[src/rtl/mat_mult_pkg.sv]
// Shared types and constants for the Mat_mult byte-serial job sequencer.
package mat_mult_pkg;
   localparam int WORD_W = 32;
   localparam int NWORDS = 4;
   localparam int BUS_W  = WORD_W * NWORDS;
   localparam logic [7:0] HDR_M = 8'h4D;

   typedef enum logic [1:0] {S_IDLE, S_LOAD, S_WAIT, S_SEND} mms_state_t;

   // Byte idx of a bus, counted MSB-first (idx 0 = bits [BUS_W-1 -: 8]).
   function automatic logic [7:0] res_byte(input logic [BUS_W-1:0] v, input logic [3:0] idx);
      logic [BUS_W-1:0] s;
      s = v << {idx, 3'b000};
      return s[BUS_W-1 -: 8];
   endfunction
endpackage

[src/rtl/mat_mult_sequencer_if.sv]
// Serial byte link and Mat_mult operand/result buses around the sequencer.
interface mat_mult_sequencer_if;
   import mat_mult_pkg::*;

   logic [7:0]       rx_data;
   logic             new_rx_data;
   logic [7:0]       tx_data;
   logic             new_tx_data;
   logic             tx_busy;
   logic [BUS_W-1:0] mm_a;
   logic [BUS_W-1:0] mm_b;
   logic [BUS_W-1:0] mm_res;

   modport master (
      output rx_data, new_rx_data, tx_busy, mm_res,
      input  tx_data, new_tx_data, mm_a, mm_b
   );

   modport slave (
      input  rx_data, new_rx_data, tx_busy, mm_res,
      output tx_data, new_tx_data, mm_a, mm_b
   );
endinterface

[src/rtl/mat_mult_sequencer_pacer.sv]
// Streams a 16-byte result MSB-first, leaving a dead cycle after each strobe
// so the transmitter's one-cycle tx_busy lag is never violated.
module byte_tx_pacer
   import mat_mult_pkg::*;
(
   input  logic             clk,
   input  logic             rst,
   input  logic             en_i,
   input  logic [BUS_W-1:0] res_i,
   input  logic             tx_busy_i,
   output logic [7:0]       tx_data_o,
   output logic             new_tx_data_o,
   output logic             done_o
);
   logic [3:0] cnt_q, cnt_d;
   logic       stb_q, stb_d;
   logic [7:0] data_q, data_d;

   always_comb begin
      cnt_d  = cnt_q;
      data_d = data_q;
      stb_d  = en_i & ~tx_busy_i & ~stb_q;
      if (!en_i) begin
         cnt_d = '0;
      end else if (stb_d) begin
         data_d = res_byte(res_i, cnt_q);
         cnt_d  = cnt_q + 4'd1;
      end
   end

   always_ff @(posedge clk or posedge rst) begin
      if (rst) begin
         cnt_q  <= '0;
         stb_q  <= 1'b0;
         data_q <= '0;
      end else begin
         cnt_q  <= cnt_d;
         stb_q  <= stb_d;
         data_q <= data_d;
      end
   end

   // The counter has wrapped back to 0 only once byte 15 has been strobed.
   assign done_o        = en_i & stb_q & (cnt_q == 4'd0);
   assign tx_data_o     = data_q;
   assign new_tx_data_o = stb_q;
endmodule

[src/rtl/mat_mult_sequencer.sv]
// Byte-serial job controller: framed 32-byte operand load, latency wait,
// result capture and 16-byte result stream for the Mat_mult datapath.
module mat_mult_sequencer
   import mat_mult_pkg::*;
#(
   parameter int unsigned LATENCY = 2,
   parameter int unsigned TIMEOUT = 50_000_000,
   parameter logic [7:0]  HDR     = HDR_M
) (
   input  logic                 clk,
   input  logic                 rst,
   mat_mult_sequencer_if.slave  bus,
   output logic                 busy,
   output logic                 err_timeout,
   output logic                 err_overrun,
   output logic [7:0]           jobs
);
   localparam int TW = $clog2(TIMEOUT + 1);

   mms_state_t         state_q, state_d;
   logic [4:0]         cnt_q, cnt_d;
   logic [2*BUS_W-1:0] shadow_q, shadow_d;
   logic [BUS_W-1:0]   mm_a_q, mm_a_d, mm_b_q, mm_b_d, res_q, res_d;
   logic [7:0]         wait_q, wait_d;
   logic [TW-1:0]      tmo_q, tmo_d;
   logic               busy_q, busy_d;
   logic               err_to_q, err_to_d, err_ov_q, err_ov_d;
   logic [7:0]         jobs_q, jobs_d;
   logic               tx_done;

   always_comb begin
      state_d  = state_q;
      cnt_d    = cnt_q;
      shadow_d = shadow_q;
      mm_a_d   = mm_a_q;
      mm_b_d   = mm_b_q;
      res_d    = res_q;
      wait_d   = wait_q;
      tmo_d    = tmo_q;
      err_to_d = err_to_q;
      err_ov_d = err_ov_q;
      jobs_d   = jobs_q;

      case (state_q)
         S_IDLE: begin
            if (bus.new_rx_data && bus.rx_data == HDR) begin
               state_d  = S_LOAD;
               cnt_d    = '0;
               tmo_d    = '0;
               err_to_d = 1'b0;
               err_ov_d = 1'b0;
            end
         end
         S_LOAD: begin
            // A byte in the same cycle as the timeout wins.
            if (bus.new_rx_data) begin
               shadow_d = {shadow_q[2*BUS_W-9:0], bus.rx_data};
               cnt_d    = cnt_q + 5'd1;
               tmo_d    = '0;
               if (cnt_q == 5'd31) begin
                  {mm_a_d, mm_b_d} = shadow_d;
                  wait_d  = 8'(LATENCY);
                  state_d = S_WAIT;
               end
            end else begin
               tmo_d = tmo_q + TW'(1);
               if (tmo_d == TW'(TIMEOUT)) begin
                  err_to_d = 1'b1;
                  state_d  = S_IDLE;
               end
            end
         end
         S_WAIT: begin
            if (wait_q == 8'd0) begin
               res_d   = bus.mm_res;
               state_d = S_SEND;
            end else begin
               wait_d = wait_q - 8'd1;
            end
         end
         S_SEND: begin
            if (tx_done) begin
               jobs_d  = jobs_q + 8'd1;
               state_d = S_IDLE;
            end
         end
         default: state_d = S_IDLE;
      endcase

      if ((state_q == S_WAIT || state_q == S_SEND) && bus.new_rx_data)
         err_ov_d = 1'b1;

      busy_d = (state_d != S_IDLE);
   end

   always_ff @(posedge clk or posedge rst) begin
      if (rst) begin
         state_q  <= S_IDLE;
         cnt_q    <= '0;
         shadow_q <= '0;
         mm_a_q   <= '0;
         mm_b_q   <= '0;
         res_q    <= '0;
         wait_q   <= '0;
         tmo_q    <= '0;
         busy_q   <= 1'b0;
         err_to_q <= 1'b0;
         err_ov_q <= 1'b0;
         jobs_q   <= '0;
      end else begin
         state_q  <= state_d;
         cnt_q    <= cnt_d;
         shadow_q <= shadow_d;
         mm_a_q   <= mm_a_d;
         mm_b_q   <= mm_b_d;
         res_q    <= res_d;
         wait_q   <= wait_d;
         tmo_q    <= tmo_d;
         busy_q   <= busy_d;
         err_to_q <= err_to_d;
         err_ov_q <= err_ov_d;
         jobs_q   <= jobs_d;
      end
   end

   byte_tx_pacer u_pacer (
      .clk           (clk),
      .rst           (rst),
      .en_i          (state_q == S_SEND),
      .res_i         (res_q),
      .tx_busy_i     (bus.tx_busy),
      .tx_data_o     (bus.tx_data),
      .new_tx_data_o (bus.new_tx_data),
      .done_o        (tx_done)
   );

   assign bus.mm_a    = mm_a_q;
   assign bus.mm_b    = mm_b_q;
   assign busy        = busy_q;
   assign err_timeout = err_to_q;
   assign err_overrun = err_ov_q;
   assign jobs        = jobs_q;
endmodule
[src/flat_wrapper.sv]
// flat-port wrapper written by rule: the top's interface ports become plain ports
module mat_mult_sequencer_flat import mat_mult_pkg::*;
#(
   parameter int unsigned LATENCY = 2,
   parameter int unsigned TIMEOUT = 50_000_000,
   parameter logic [7:0]  HDR     = HDR_M
)
  (clk, rst, busy, err_timeout, err_overrun, jobs, bus_rx_data, bus_new_rx_data, bus_tx_busy, bus_mm_res, bus_tx_data, bus_new_tx_data, bus_mm_a, bus_mm_b);
  mat_mult_sequencer_if bus_i ();
  input  logic clk;
  input  logic rst;
  output logic busy;
  output logic err_timeout;
  output logic err_overrun;
  output logic [7:0] jobs;
  input wire logic [$bits(bus_i.rx_data)-1:0] bus_rx_data;
  input wire logic [$bits(bus_i.new_rx_data)-1:0] bus_new_rx_data;
  input wire logic [$bits(bus_i.tx_busy)-1:0] bus_tx_busy;
  input wire logic [$bits(bus_i.mm_res)-1:0] bus_mm_res;
  output wire logic [$bits(bus_i.tx_data)-1:0] bus_tx_data;
  output wire logic [$bits(bus_i.new_tx_data)-1:0] bus_new_tx_data;
  output wire logic [$bits(bus_i.mm_a)-1:0] bus_mm_a;
  output wire logic [$bits(bus_i.mm_b)-1:0] bus_mm_b;
  assign bus_i.rx_data = bus_rx_data;
  assign bus_i.new_rx_data = bus_new_rx_data;
  assign bus_i.tx_busy = bus_tx_busy;
  assign bus_i.mm_res = bus_mm_res;
  assign bus_tx_data = bus_i.tx_data;
  assign bus_new_tx_data = bus_i.new_tx_data;
  assign bus_mm_a = bus_i.mm_a;
  assign bus_mm_b = bus_i.mm_b;
  mat_mult_sequencer #(.LATENCY(LATENCY), .TIMEOUT(TIMEOUT), .HDR(HDR)) u_core (.clk(clk), .rst(rst), .bus(bus_i), .busy(busy), .err_timeout(err_timeout), .err_overrun(err_overrun), .jobs(jobs));
endmodule
[config.mk]
export PLATFORM = sky130hd
export DESIGN_NAME = mat_mult_sequencer_flat
export DESIGN_NICKNAME = d
export VERILOG_FILES = /design/src/rtl/mat_mult_pkg.sv /design/src/rtl/mat_mult_sequencer_if.sv /design/src/rtl/mat_mult_sequencer_pacer.sv /design/src/rtl/mat_mult_sequencer.sv /design/src/flat_wrapper.sv
export SDC_FILE = /design/constraint.sdc
export NUM_CORES = 2
export LEC_CHECK = 0
export CORE_MARGIN = 3
export CORE_UTILIZATION = 45
export CTS_BUF_LIST = sky130_fd_sc_hd__clkbuf_2
export CTS_CLUSTER_SIZE = 40
export DETAILED_ROUTE_END_ITERATION = 16
export PLACE_DENSITY = 0.76
export SYNTH_ARGS = -nofsm -noshare
export SYNTH_HDL_FRONTEND = slang
export SYNTH_SLANG_ARGS = --single-unit
[constraint.sdc]
create_clock -name clk -period 45.4 [get_ports clk]
set_input_delay 11.35 -clock clk [delete_from_list [all_inputs] [get_ports clk]]
set_output_delay 11.35 -clock clk [all_outputs]
set_load 0.03 [all_outputs]
==> summary.md <==
| Metric | Value |
|---|---|
| Total Nets Final | 3454 |
| Layout Area Growth over Synthesis | 22.0% |
| Worst Hold Depth | 2 |
| Power share of the combinational group | 2.5% |
| Share of the synthesized area in compound gates (AO/OA/AOI/OAI) | 2.06% |
| List of cells traversed by the critical path | clkdlybuf4s50_1 |
| Post-DP HPWL | 45500 um |
| Count of different cell masters after synthesis | 57 |
| Xor and xnor area share after synthesis | less than 1% |
| # hold bufs at CTS | 0 |
| Drt via density | 4.95 |
| Number of optimization iterations in the first detailed-route pass | 5 |
| Area share of the leading cell type in the synthesized netlist | between 60% and 70% |
| Number of buffers created by CTS | 177 |
| Congestion Overflow GR | 0 |
| Number of synthesized flops with an enable pin | 0 |
| Final setup skew | 0.0955 ns |
| Worst-case setup margin in the final layout | between 30 and 40 ns |
| IO buf count | around 420 |
| Internal Dissipation | 0.792 mW |
| Capture point of the worst reg-to-reg path | u_core.bus.mm_a[90] |
| Slew Viols, Final | 0 |
| Register area share after synthesis | about 62% |
| Area of the core | 61800 um^2 |
| Clock share of power | 38.8% |
| Register bit total from synthesis | 697 |
| DRC violations left | 0 |
| Floorplan die height | roughly 260 um |
| Areal power density over the cells | between 30 and 40 nW/um^2 |
| Clk pin slew, worst setup/hold paths | 0.12 ns |
| Worst hold path endpoint | u_core.bus.mm_b[41] |
| Slowest-stage cell, CP | sky130_fd_sc_hd__clkdlybuf4s50_1 |
| Switching share of power | roughly a quarter |
| Effective utilization at floorplan | about 45% |
| Clock sink count | 697 |
| Number of primary I/O pins | 416 |
| Worst endpoint data arrival time | 2.46 ns |
| Total Neg Setup Slack | 0 ns |
| Fraction of registers with async set or reset after synthesis | 100% |
| Post-route fraction of the period consumed by the critical path | 30.4% |
| Class of the worst hold path | reg2reg |
| Family with the most delay on the worst path | buffers and inverters |
| Most repeated cell in the gate-level netlist after synthesis | sky130_fd_sc_hd__nand2_1 |
| Post-synth top flop | sky130_fd_sc_hd__dfrtp_1 |
| Post-detailed-route count of antenna-violating nets | 0 |
| R2r startpoint | u_core.state_q[0] |
| Source-to-sink clock delay at the later pin of the worst-skew pair | 1.29 ns |
| Post-synth net total | 2999 |
| DIE AREA | 65500 um^2 |
| Worst Setup Start Kind | flip-flop |
| Final hold violation count | 0 |
| Maximum count of clock buffers along a single path | 3 |
| Die outline width | about 260 um |
| Start-to-end type of the worst setup path | reg2out |
| Standard-cell row count | 91 |
| Wire length of the first global-routing pass | roughly 110000 um |
| Worst reg2reg path depth | 5 |
| Minimum period implied by the final worst setup slack | between 10 and 15 ns |
| Number of antenna violations at the first check in global routing | 4 |
| DRC violation total after the first TritonRoute iteration | 1872 |
| Via count of the first global-routing pass | 21300 |
| Max Fclk | 0.0724 GHz |
| Hold Startpoint | u_core.shadow_q[33] |
| Power dissipated by switching net loads | between 0.2 and 0.3 mW |
| Fraction of layout instances using a drive strength above 1 | approximately 14% |
| Share of synthesized cell area in full adder, half adder and majority cells | 0.311% |
| Main area contributors after synthesis | sky130_fd_sc_hd__dfrtp_1 62%, sky130_fd_sc_hd__nand2_1 21%, sky130_fd_sc_hd__mux2_2 5.4% |
| CTS HTree Levels | 4 |
| Share of total power in sequential cells | between 50% and 60% |
| Setup slack on the worst flop-to-flop path | 41.90 ns |
| Cell types with the highest counts after synthesis | 1549 x sky130_fd_sc_hd__nand2_1, 697 x sky130_fd_sc_hd__dfrtp_1, 136 x sky130_fd_sc_hd__mux2_2 |
| Number of endpoints failing setup at the final stage | 0 |
| Peak VDD IR | 0.0000232 V |
| Delay of the slowest cell on the worst path | between 0.7 and 0.8 ns |
| Run status | finished, final reports clean |
| Resized cells post-CTS | 0 |
| Global routing usage summed across all routing layers | between 20% and 30% |
| Number of instances in the synthesized netlist | 2852 |
| Post-place setup slack | 30.34 ns |
| Mux contribution to synthesized area | around 8.6% |
| Post-synth top area cell | sky130_fd_sc_hd__dfrtp_1 |
| Fill cell count | 5406 |
| Max Cap Violations | 0 |
| Static leakage power | 18.1 nW |
| Total setup buffers inserted after CTS | 0 |
| Main combinational cell family by area after synthesis | simple AND/OR/NAND/NOR gates |
| CTS tree | yes |
| Kind of end point of the critical path | primary output |
| Simple-gate share of the synthesized area | 23.5% |
| Slew headroom | 21.0% |
| Maximum fanout encountered on the critical timing path | 5 |
| Setup repair after global routing missed its margin | no |
| Routed wire per std cell | 16.6 um |
| Total via count after detailed routing | 21100 |
| Final wirelength | between 70000 and 80000 um |
| WP buf/inv | 1 |
| Pin count of the biggest net entering global routing | 189 |
| YS warnings | 0 |
| Cell at the root of the clock tree | sky130_fd_sc_hd__clkbuf_2 |
| Post-synthesis instance area | between 20000 and 30000 um^2 |
| CP required | 34.05 ns |
| Slew @ Worst Pin | 1.19 ns |
| Synthesized area divided by synthesized cell count | 9.86 um^2 |
| Last weighted congestion value of the routability-driven placer | 0.844 |
[worst max path at each step]
stage | start | cells after the start | slack (ns) | to
finish | u_core.u_pacer.new_tx_data_o | 1 | 31.59 | bus_new_tx_data
global placement | rst | 5 | 30.34 | u_core.shadow_q[138]
detailed placement | rst | 5 | 30.34 | u_core.bus.mm_a[32]
global route | rst | 5 | 31.37 | u_core.bus.mm_b[107]
CTS | u_core.u_pacer.new_tx_data_o | 1 | 31.34 | bus_new_tx_data
floorplan | rst | 1 | 14.50 | u_core.bus.mm_a[0]
[placed cells by master (no fill, tap or decap), types with 6 or more instances in the layout]
master,n
sky130_fd_sc_hd__nand4_1,11
sky130_fd_sc_hd__o21ai_0,46
sky130_fd_sc_hd__or3_1,7
sky130_fd_sc_hd__mux2_2,136
sky130_fd_sc_hd__a21oi_1,15
sky130_fd_sc_hd__mux4_2,40
sky130_fd_sc_hd__ha_1,7
sky130_fd_sc_hd__clkdlybuf4s50_1,415
sky130_fd_sc_hd__dfrtp_1,696
sky130_fd_sc_hd__and3_1,6
sky130_fd_sc_hd__clkbuf_2,255
sky130_fd_sc_hd__nand2_1,1548
sky130_fd_sc_hd__nor3_1,9
sky130_fd_sc_hd__clkinv_1,26
sky130_fd_sc_hd__nor2_1,38
sky130_fd_sc_hd__buf_4,17
sky130_fd_sc_hd__inv_1,8
sky130_fd_sc_hd__xnor2_1,12
sky130_fd_sc_hd__xor2_1,11
sky130_fd_sc_hd__nand3_1,23
[logic make-up after synthesis]
kind of cell	Yosys count
simple gates	1686
fa+ha+maj	7
buf+inv	167
xor+xnor	23
flops	697
compound gates	96
mux	176
[power by group through the flow]
stage                     combinational [mW]  sequential [mW]  clock [mW]
after floorplan                      0.00939            0.633           0
after global routing                  0.0291            0.621       0.459
after CTS                             0.0270            0.620       0.426
final                                 0.0260            0.620       0.410
after global placement                0.0269            0.633           0
after detailed placement              0.0269            0.633           0
[layout make-up]
class	count	area (um^2)	share of cell area, %
Tap cell	837	1050	3.05
Antenna cell	3	7.51	0.0219
Inverter	9	41.3	0.120
Timing Repair Buffer	434	4320	12.6
Clock inverter	37	223	0.649
Multi-Input combinational cell	1988	9960	29.0
Sequential cell	697	17400	50.8
Clock buffer	255	1280	3.72
[state kept, by name (all words and copies together), names as in the netlist, 8 cells and up]
| register | cells |
|---|---|
| u_core.u_pacer.tx_data_o | 8 |
| u_core.bus.mm_b | 128 |
| u_core.res_q | 128 |
| u_core.jobs | 8 |
| u_core.tmo_q | 26 |
| u_core.wait_q | 8 |
| u_core.bus.mm_a | 128 |
| u_core.shadow_q | 248 |
[layer usage]
metal / GRT usage (%) / part of all wire (%) / up-vias
li1: - / - / 10000
met3: 5.86 / 6.6 / 95
met4: 7.76 / 2.0 / 2
met2: 33.8 / 47 / 629
met5: 0 / 0.018 / -
met1: 29.6 / 44 / 10300
[worst register-to-register path, stage by stage (launching register included)]
cell and delay [ns]:
sky130_fd_sc_hd__dfrtp_1 0.54, sky130_fd_sc_hd__nor2b_1 0.70, sky130_fd_sc_hd__and3_4 0.90, sky130_fd_sc_hd__buf_4 0.98, sky130_fd_sc_hd__nand2_1 0.21, sky130_fd_sc_hd__nand2_1 0.10
[metrics by stage]
step | power (mW) | cells | instance area, um^2 | utilization (%) | hold slack [ns]
6_report | 1.06 | 4260 | 34300 | 55.5 | 0.421
5_1_grt | 1.11 | 4260 | 34300 | 55.5 | 0.482
4_1_cts | 1.07 | 4257 | 34300 | 55.5 | 0.429
3_5_place_dp | 0.659 | 3965 | 32800 | 53.1 | 0.450
3_3_place_gp | 0.659 | 3965 | 32800 | 53.1 | 0.449
2_1_floorplan | 0.643 | 2852 | 28100 | - | 0.439
No activity file was read; power rests on OpenSTA's default activity.
